<file path="config.mk">
export PLATFORM = sky130hd
export DESIGN_NAME = pipe_hazard_ctrl
export DESIGN_NICKNAME = d
export VERILOG_FILES = /design/src/rtl/pipe_hazard_ctrl.sv
export SDC_FILE = /design/constraint.sdc
export NUM_CORES = 1
export LEC_CHECK = 0
export CAP_MARGIN = 40
export CELL_PAD_IN_SITES_DETAIL_PLACEMENT = 1
export CELL_PAD_IN_SITES_GLOBAL_PLACEMENT = 1
export CORE_MARGIN = 4
export CORE_UTILIZATION = 30
export DETAILED_ROUTE_END_ITERATION = 16
export PLACE_DENSITY_LB_ADDON = 0.3
export REMOVE_ABC_BUFFERS = 1
export SLEW_MARGIN = 25
export SYNTH_ARGS = -nofsm -noshare
export SYNTH_HDL_FRONTEND = slang
export SYNTH_SLANG_ARGS = --single-unit
</file>
<file path="constraint.sdc">
create_clock -name Clk -period 3.3 [get_ports Clk]
set_input_delay 0.66 -clock Clk [delete_from_list [all_inputs] [get_ports Clk]]
set_output_delay 0.66 -clock Clk [all_outputs]
set_load 0.05 [all_outputs]
</file>
<file path="src/rtl/pipe_hazard_ctrl.sv">
// Central stall/flush controller for the 5-stage pipeline: load-use and branch-operand
// interlocks, multi-cycle mul/div occupancy of EX, shared-memory wait in MEM, perf counters.
module pipe_hazard_ctrl #(
  parameter int MULDIV_LAT = 4,
  parameter int DELAY_SLOT = 1
) (
  input  logic        Clk,
  input  logic        Reset,
  input  logic [4:0]  ID_Rs,
  input  logic [4:0]  ID_Rt,
  input  logic        ID_UsesRs,
  input  logic        ID_UsesRt,
  input  logic        ID_IsBranch,
  input  logic        BranchTaken,
  input  logic        EX_MemRead,
  input  logic        EX_RegWrite,
  input  logic [4:0]  EX_Rd,
  input  logic        MulDiv_Start,
  input  logic        MEM_MemRead,
  input  logic [4:0]  MEM_Rd,
  input  logic        MEM_Req,
  input  logic        MEM_Ack,
  output logic        Stall_PC,
  output logic        Stall_IFID,
  output logic        Stall_IDEX,
  output logic        Stall_EXMEM,
  output logic        Stall_MEMWB,
  output logic        Flush_IFID,
  output logic        Flush_IDEX,
  output logic        Flush_EXMEM,
  output logic        Flush_MEMWB,
  output logic [31:0] StallCount,
  output logic [31:0] FlushCount
);

  localparam int CW = $clog2(MULDIV_LAT + 1);
  localparam logic MD_MULTI = (MULDIV_LAT > 1);
  localparam logic [CW-1:0] CNT_LOAD = CW'((MULDIV_LAT > 1) ? (MULDIV_LAT - 2) : 0);

  typedef enum logic {RUN, MD_BUSY} state_t;

  state_t        state, state_next;
  logic [CW-1:0] cnt, cnt_next;

  logic match_ex, match_mem;
  logic mem_wait, md_stall, md_hold, load_use, br_haz, id_stall, any_flush;

  // R0 is hardwired to zero, so it never creates a dependency.
  assign match_ex  = (EX_Rd != 5'd0) &&
                     ((ID_UsesRs && ID_Rs == EX_Rd) || (ID_UsesRt && ID_Rt == EX_Rd));
  assign match_mem = (MEM_Rd != 5'd0) &&
                     ((ID_UsesRs && ID_Rs == MEM_Rd) || (ID_UsesRt && ID_Rt == MEM_Rd));

  assign mem_wait = MEM_Req && !MEM_Ack;
  assign md_stall = (state == RUN && MulDiv_Start && MD_MULTI && !mem_wait) ||
                    (state == MD_BUSY && cnt != '0);
  assign md_hold  = md_stall || (state == MD_BUSY && mem_wait);
  assign load_use = EX_MemRead && match_ex;
  assign br_haz   = ID_IsBranch && ((EX_RegWrite && match_ex) || (MEM_MemRead && match_mem));
  assign id_stall = load_use || br_haz;

  always_ff @(posedge Clk) begin
    if (Reset) begin
      state      <= RUN;
      cnt        <= '0;
      StallCount <= '0;
      FlushCount <= '0;
    end else begin
      state <= state_next;
      cnt   <= cnt_next;
      if (Stall_PC)
        StallCount <= StallCount + 32'd1;
      if (any_flush)
        FlushCount <= FlushCount + 32'd1;
    end
  end

  // The counter keeps draining during a memory wait; release waits for the wait to clear.
  always_comb begin
    state_next = state;
    cnt_next   = cnt;
    case (state)
      RUN: begin
        if (MulDiv_Start && MD_MULTI && !mem_wait) begin
          state_next = MD_BUSY;
          cnt_next   = CNT_LOAD;
        end
      end
      MD_BUSY: begin
        if (cnt != '0)
          cnt_next = cnt - CW'(1);
        if (!md_hold)
          state_next = RUN;
      end
      default: state_next = RUN;
    endcase
  end

  // A stalled ID stage has not resolved its branch, so redirects only act when nothing stalls.
  always_comb begin
    Stall_PC    = 1'b0;
    Stall_IFID  = 1'b0;
    Stall_IDEX  = 1'b0;
    Stall_EXMEM = 1'b0;
    Stall_MEMWB = 1'b0;
    Flush_IFID  = 1'b0;
    Flush_IDEX  = 1'b0;
    Flush_EXMEM = 1'b0;
    Flush_MEMWB = 1'b0;
    if (mem_wait) begin
      Stall_PC    = 1'b1;
      Stall_IFID  = 1'b1;
      Stall_IDEX  = 1'b1;
      Stall_EXMEM = 1'b1;
      Flush_MEMWB = 1'b1;
    end else if (md_stall) begin
      Stall_PC    = 1'b1;
      Stall_IFID  = 1'b1;
      Stall_IDEX  = 1'b1;
      Flush_EXMEM = 1'b1;
    end else if (id_stall) begin
      Stall_PC    = 1'b1;
      Stall_IFID  = 1'b1;
      Flush_IDEX  = 1'b1;
    end else if (BranchTaken && DELAY_SLOT == 0) begin
      Flush_IFID  = 1'b1;
    end
  end

  assign any_flush = Flush_IFID || Flush_IDEX || Flush_EXMEM || Flush_MEMWB;

endmodule

</file>
-- Word-level counts from Yosys, hierarchy flattened
Index checks and enable logic that the tools add are counted.
W data, S select, Z words.
- flip-flop bits (word level): 68
- output and inout port bits: 73
- word-level logic and storage cells: 59
- add/sub/neg operators: 3
- equal/unequal tests: 6
- mux-type cells: 15
- bitwise gates (word level): 1
- reduce and logical (&&, ||, !) cells: 30
- operator list (operator ; count):
    $add A32 B1 Y32 const B ; 2
    $eq A5 B5 Y1 ; 4
    $logic_and A1 B1 Y1 ; 16
    $mux W1 ; 11
    $reduce_bool A5 Y1 ; 2
    $logic_or A1 B1 Y1 ; 8
    $mux W3 ; 2
    $pmux W3 S2 ; 1
    $ne A2 B1 Y1 const B ; 2
    $reduce_bool A3 Y1 ; 1
    $sub A3 B1 Y3 const B ; 1
    $logic_not A1 Y1 ; 2
    $pmux W1 S2 ; 1
    $reduce_and A2 Y1 ; 1
    $not A1 Y1 ; 1

-- Logic depth before layout (Yosys ltp)
- depth after elaboration: 13
- mapped depth: 7
- mapped depth without buffers: 7

-- Least setup slack after synthesis
OpenSTA, ideal clock, no wires.
- path type: input port to output port
- start: input MEM_Ack
- end: output Stall_PC
- data arrival time: 2482 ps
- data required time: 2640 ps
- slack: 158 ps
- stages: 7
- cells stage by stage: nand2b_1 a21oi_1 a21oi_1 nor2_1 clkbuf_1 nand2_1 buf_4
- longest elaborated chain between the ends: 7
- ends and longest elaborated chain (what ; line ; text):
    start: declaration ; 22 ; input logic MEM_Ack,
    $logic_not A1 Y1 (*) ; 54 ; assign mem_wait = MEM_Req && !MEM_Ack;
    $logic_and A1 B1 Y1 (*) ; 54 ;
    $logic_not A1 Y1 ; 55 ; assign md_stall = (state == RUN && MulDiv_Start && MD_MULTI && !mem_wait) ||
    $logic_and A1 B1 Y1 ; 55 ;
    $logic_or A1 B1 Y1 ; 55 ;
    $mux W1 ; -- ;
    $mux W1 (*) ; -- ;
    end: declaration ; 23 ; output logic Stall_PC,
Mark *: on every way between the ends. The rest lies on a longest branch, timed or not.

-- Final worst setup path
- start: input MEM_Rd[2]
- end: output Flush_IDEX
- longest elaborated chain between the ends: 11
- elaborated cells between the ends (all ways): 14
- ends and longest elaborated chain (what ; line ; text):
    start: declaration ; 20 ; input logic [4:0] MEM_Rd,
    $eq A5 B5 Y1 ; 52 ; ((ID_UsesRs && ID_Rs == MEM_Rd) || (ID_UsesRt && ID_Rt == MEM_Rd));
    $logic_and A1 B1 Y1 ; 52 ;
    $logic_or A1 B1 Y1 ; 52 ;
    $logic_and A1 B1 Y1 (*) ; 51 ; assign match_mem = (MEM_Rd != 5'd0) &&
    $logic_and A1 B1 Y1 (*) ; 59 ; assign br_haz = ID_IsBranch && ((EX_RegWrite && match_ex) || (MEM_MemRead && match_mem));
    $logic_or A1 B1 Y1 (*) ; 59 ;
    $logic_and A1 B1 Y1 (*) ; 59 ;
    $logic_or A1 B1 Y1 (*) ; 60 ; assign id_stall = load_use || br_haz;
    $mux W1 (*) ; 121 ; end else if (id_stall) begin
    $mux W1 (*) ; 116 ; end else if (md_stall) begin
    $mux W1 (*) ; 110 ; if (mem_wait) begin
    end: declaration ; 29 ; output logic Flush_IDEX,
Marks and branches as above.

==> results <==
- The run finished with clean final reports.
- The final setup violation count is 0.
- Of the total power, the share spent switching nets is 0.266.
- TritonCTS created 9 clock buffers.
- Compared with the post-synthesis result, the final layout area differs by 33.9%.
- The final core utilization is 0.411.
- The starting density of the core is 0.307.
- After detailed routing, the average wire length per cell comes to between 15 and 20 µm.
- In this run the cell area measured after placement is 0.00540 mm².
- The total length of routed wires is 12.5 mm.
- The number of cells on the worst reg-to-reg path is 6.
- The TritonCTS sink count is 68.
- The final cell area excluding filler cells is between 0.005 and 0.006 mm².
- After the first detailed-routing iteration, the DRC count stood at approximately 170.
- In the global route stage, overall resource usage came out at 0.155.
- Power comes to around 2.2 mW.
- The power density over the cells is around 390 mW/mm².
- The CTS H-tree depth is 3.
- Setup slack closes at between 100 and 150 ps.
- The detail-routed via count per cell is ~5.1.
- The final worst clock skew is between 5 and 6 ps.
- Of the total power, the clock network draws 0.476.
- After layout, the minimum clock period comes to 3160 ps.
- The total grt overflow is 0.
- A synthesized cell averages 8.09 µm².
- The overall via count from detail_route is 4093.
- The slowest stage of the critical path belongs to the cell sky130_fd_sc_hd__clkdlybuf4s50_1.
- The post-synthesis cell type count is 43.
- The placeable core region is 0.0139 mm².
- The beginning of the worst register-to-register path is StallCount[2].
- The number of top-level pins is 105.
- For this design the total switching power over the nets is between 0.5 and 0.6 mW.
- The die outline height is about 130 µm.
- The final-report max-slew violation count is 0.
- The number of buffers inserted by port buffering is 101.
- The mapped netlist covers about 0.0043 mm².
- The max-capacitance violation count is 0.
- The class of the most critical setup path is primary input to output pin.
- The HPWL after detailed placement is between 8 and 9 mm.
- The end of the worst hold path is cnt[2].
- The number of iterations in the first detailed-routing pass is 4.
- The routability-driven placement congestion ratio is ~0.79.
- The number of flops mapped to enable cells by yosys is 0.
- In this run the most critical hold path is launched from cnt[2].
- The first global-routing pass estimated slightly above 20 mm of wire.
- Setup repair after global routing left no endpoint under its margin.
- The antenna cell count is 0.
- The signal on the critical path passes through clkdlybuf4s50_1 -> or3_1 -> o311a_1 -> a22oi_4 -> buf_4 -> nor2_1 -> buf_4.
- The later pin in the worst-skew pair is clocked with a latency of between 300 and 400 ps.
- Among all cell types in the netlist, the one instantiated most often is sky130_fd_sc_hd__nor2_1.
- The number of nets with antenna violations after detailed routing is 0.
- The number of hold buffers added after CTS was 0.
- Counting flops and latches in the post-synthesis netlist gives 68.
- At the pin with the least slew margin, the transition time is 692 ps.
- Post-CTS repair changed the size of 0 cells.
- The share of total power dissipated in combinational logic is 0.141.
- The total setup buffers inserted after CTS is 0.
- TritonCTS built the clock tree.
- The count of endpoints failing hold in the final timing report came to 0.
- The static power due to leakage is 2.15 nW.
- The worst voltage drop across the vdd grid is 195 µV.
- Adding up every negative setup slack in the final design gives 0 ps.
- The relative contribution of sequential cells to total power is 0.383.
- The dominant cell type by count on the critical path is sky130_fd_sc_hd__buf_4.
- The number of DRC violations after detailed routing is 0.
- The achievable clock frequency is roughly 0.32 GHz.
- The final clock period utilization by the worst path is 0.957.
- The cell count after synthesis came out at approximately 530.
- The endpoint identified for the worst register-to-register timing path is StallCount[28].
- By area the synthesized netlist is led by sky130_fd_sc_hd__dfxtp_1 32%, sky130_fd_sc_hd__mux2_2 13%, sky130_fd_sc_hd__nor2b_1 8.6%, sky130_fd_sc_hd__a21oi_1 6.7%, sky130_fd_sc_hd__nor2_1 6.5%.
- The filler cell count is between 1500 and 2000.
- For this run, the register share of the synthesized area comes to 0.319.
- The critical path endpoint category is an output pin.
- The maximum net fanout on the critical path is 6.
- The final net count is about 650.
- Among all flip-flop cells after synthesis, the most frequent one is sky130_fd_sc_hd__dfxtp_1.
- The worst setup slack before clock tree synthesis is 88.0 ps.
- Along the worst hold path, the cell count comes to 2.
- The share of synthesized registers carrying an async set or reset is 0.
- In this run the tightest slew margin relative to its limit is 0.535.
- The number of global-route vias before repair is 4312.
- The die area is 0.0162 mm².
- The class of the tightest hold or removal check is register to register.
- The internal portion of total power is 1.62 mW.
- The reg2reg setup slack is 790 ps.
- The clock root buffer master is sky130_fd_sc_hd__clkbuf_16.
- The maximum clock path buffer count is 2.
- The total number of placement rows is 43.
- Measured along the x axis, the die boundary spans around 130 µm.
- The required time of the critical path is roughly 2600 ps.
- The Yosys step of the flow raised 0 warnings.
- The critical path startpoint category is a primary input.
- The library cell with the largest summed area after synthesis is sky130_fd_sc_hd__dfxtp_1.
- The commonest cells after synthesis are 74 x sky130_fd_sc_hd__nor2_1, 68 x sky130_fd_sc_hd__dfxtp_1, 59 x sky130_fd_sc_hd__nor2b_1, 57 x sky130_fd_sc_hd__a21oi_1, 50 x sky130_fd_sc_hd__mux2_2.
- On the worst path, the slowest cell contributes a delay of 470 ps.
- At the worst endpoint, the arrival time is 2500 ps.
- The initial antenna violation count was 0.
- The maximum number of pins on one net before global-route repair is 64.
- The share of post-route cells with drive strength above 1 is 0.144.
- The clock-pin slew on the worst setup and hold paths is ~50 ps.
- The proportion of netlist area held by the largest area contributor is 0.319.
[logic make-up after synthesis]
kind of cell,after synthesis,share of synthesized area
AO/OA/AOI/OAI,83,0.114
XOR/XNOR,20,0.0410
adder cells (fa/ha/maj),4,0.0117
buffers and inverters,46,0.0556
flip-flops,68,0.319
multiplexers,59,0.156
other,1,0.000878
AND/OR/NAND/NOR,247,0.303
[area by class of cell]
cell class / instances / area, µm² / area share
inverters: 10 / 37.5 / 0.00656
flip-flops and latches: 68 / 1360 / 0.238
clock inverters: 5 / 75.1 / 0.0131
well taps: 180 / 225 / 0.0394
multi-input cells: 415 / 2680 / 0.469
clock buffers: 11 / 243 / 0.0424
repair buffers: 111 / 1100 / 0.192
[how the worst max path moves through the flow]
stage / start / endpoint / slack (ps) / cells after the start
6_report: MEM_Rd[2] / Flush_IDEX / 140 / 7
5_1_grt: MEM_Rd[0] / Flush_IDEX / 30 / 7
4_1_cts: MEM_Rd[2] / Stall_PC / 120 / 6
3_5_place_dp: EX_Rd[1] / FlushCount[18] / 90 / 8
3_3_place_gp: MEM_Rd[2] / Stall_IFID / 140 / 6
2_1_floorplan: MEM_Ack / Flush_IDEX / -2060 / 5
[per-stage QoR]
stage          hold WS (ps)  instances
2_1_floorplan           454        493
3_5_place_dp            499        784
3_3_place_gp            470        784
6_report                510        800
5_1_grt                 554        800
4_1_cts                 507        800
[state kept, by name, indices dropped and copies added (netlist names)]
register	count
FlushCount	32
StallCount	32
cnt	3
state	1
[power groups by stage]
stage | Clock [mW] | Combinational (mW) | Sequential, mW
after global placement | 0 | 0.307 | 0.864
final | 1.05 | 0.313 | 0.847
after floorplan | 0 | 0.140 | 0.886
after global routing | 1.11 | 0.342 | 0.848
after CTS | 1.08 | 0.317 | 0.846
after detailed placement | 0 | 0.317 | 0.864
[routing by layer]
layer  up-vias  GRT usage  routed length, µm
met3        16     0.0263                380
met4         0     0.0574                244
met1      1989      0.190               5690
li1       2011          -                  -
met2        77      0.271               6220
met5         -          0                  0
[layout by cell type, fill, tap and decap left out, types with 2 or more instances in the layout]
cell type / n
sky130_fd_sc_hd__a211oi_1: 6
sky130_fd_sc_hd__nand2_1: 26
sky130_fd_sc_hd__conb_1: 2
sky130_fd_sc_hd__clkinv_2: 3
sky130_fd_sc_hd__nand3_2: 2
sky130_fd_sc_hd__a2111oi_0: 2
sky130_fd_sc_hd__dfxtp_1: 68
sky130_fd_sc_hd__clkbuf_16: 9
sky130_fd_sc_hd__o22ai_1: 2
sky130_fd_sc_hd__nor3_1: 8
sky130_fd_sc_hd__ha_1: 4
sky130_fd_sc_hd__xnor2_1: 20
sky130_fd_sc_hd__buf_4: 14
sky130_fd_sc_hd__clkdlybuf4s50_1: 95
sky130_fd_sc_hd__a21boi_0: 2
sky130_fd_sc_hd__and3_1: 11
sky130_fd_sc_hd__and4_1: 4
sky130_fd_sc_hd__a21oi_1: 57
sky130_fd_sc_hd__nand3_1: 28
sky130_fd_sc_hd__nand4_1: 24
sky130_fd_sc_hd__bufinv_16: 2
sky130_fd_sc_hd__mux2_2: 50
sky130_fd_sc_hd__o21ai_0: 7
sky130_fd_sc_hd__nor2_1: 73
sky130_fd_sc_hd__mux2_1: 9
sky130_fd_sc_hd__and2_1: 4
sky130_fd_sc_hd__buf_12: 2
sky130_fd_sc_hd__nor2b_1: 59
sky130_fd_sc_hd__inv_1: 9
[critical path: cells and delay by family]
kind	cells	cell delay [ps]
buf+inv	3	850
compound gates	2	590
simple gates	2	400
No activity file was read; power rests on OpenSTA's default activity.
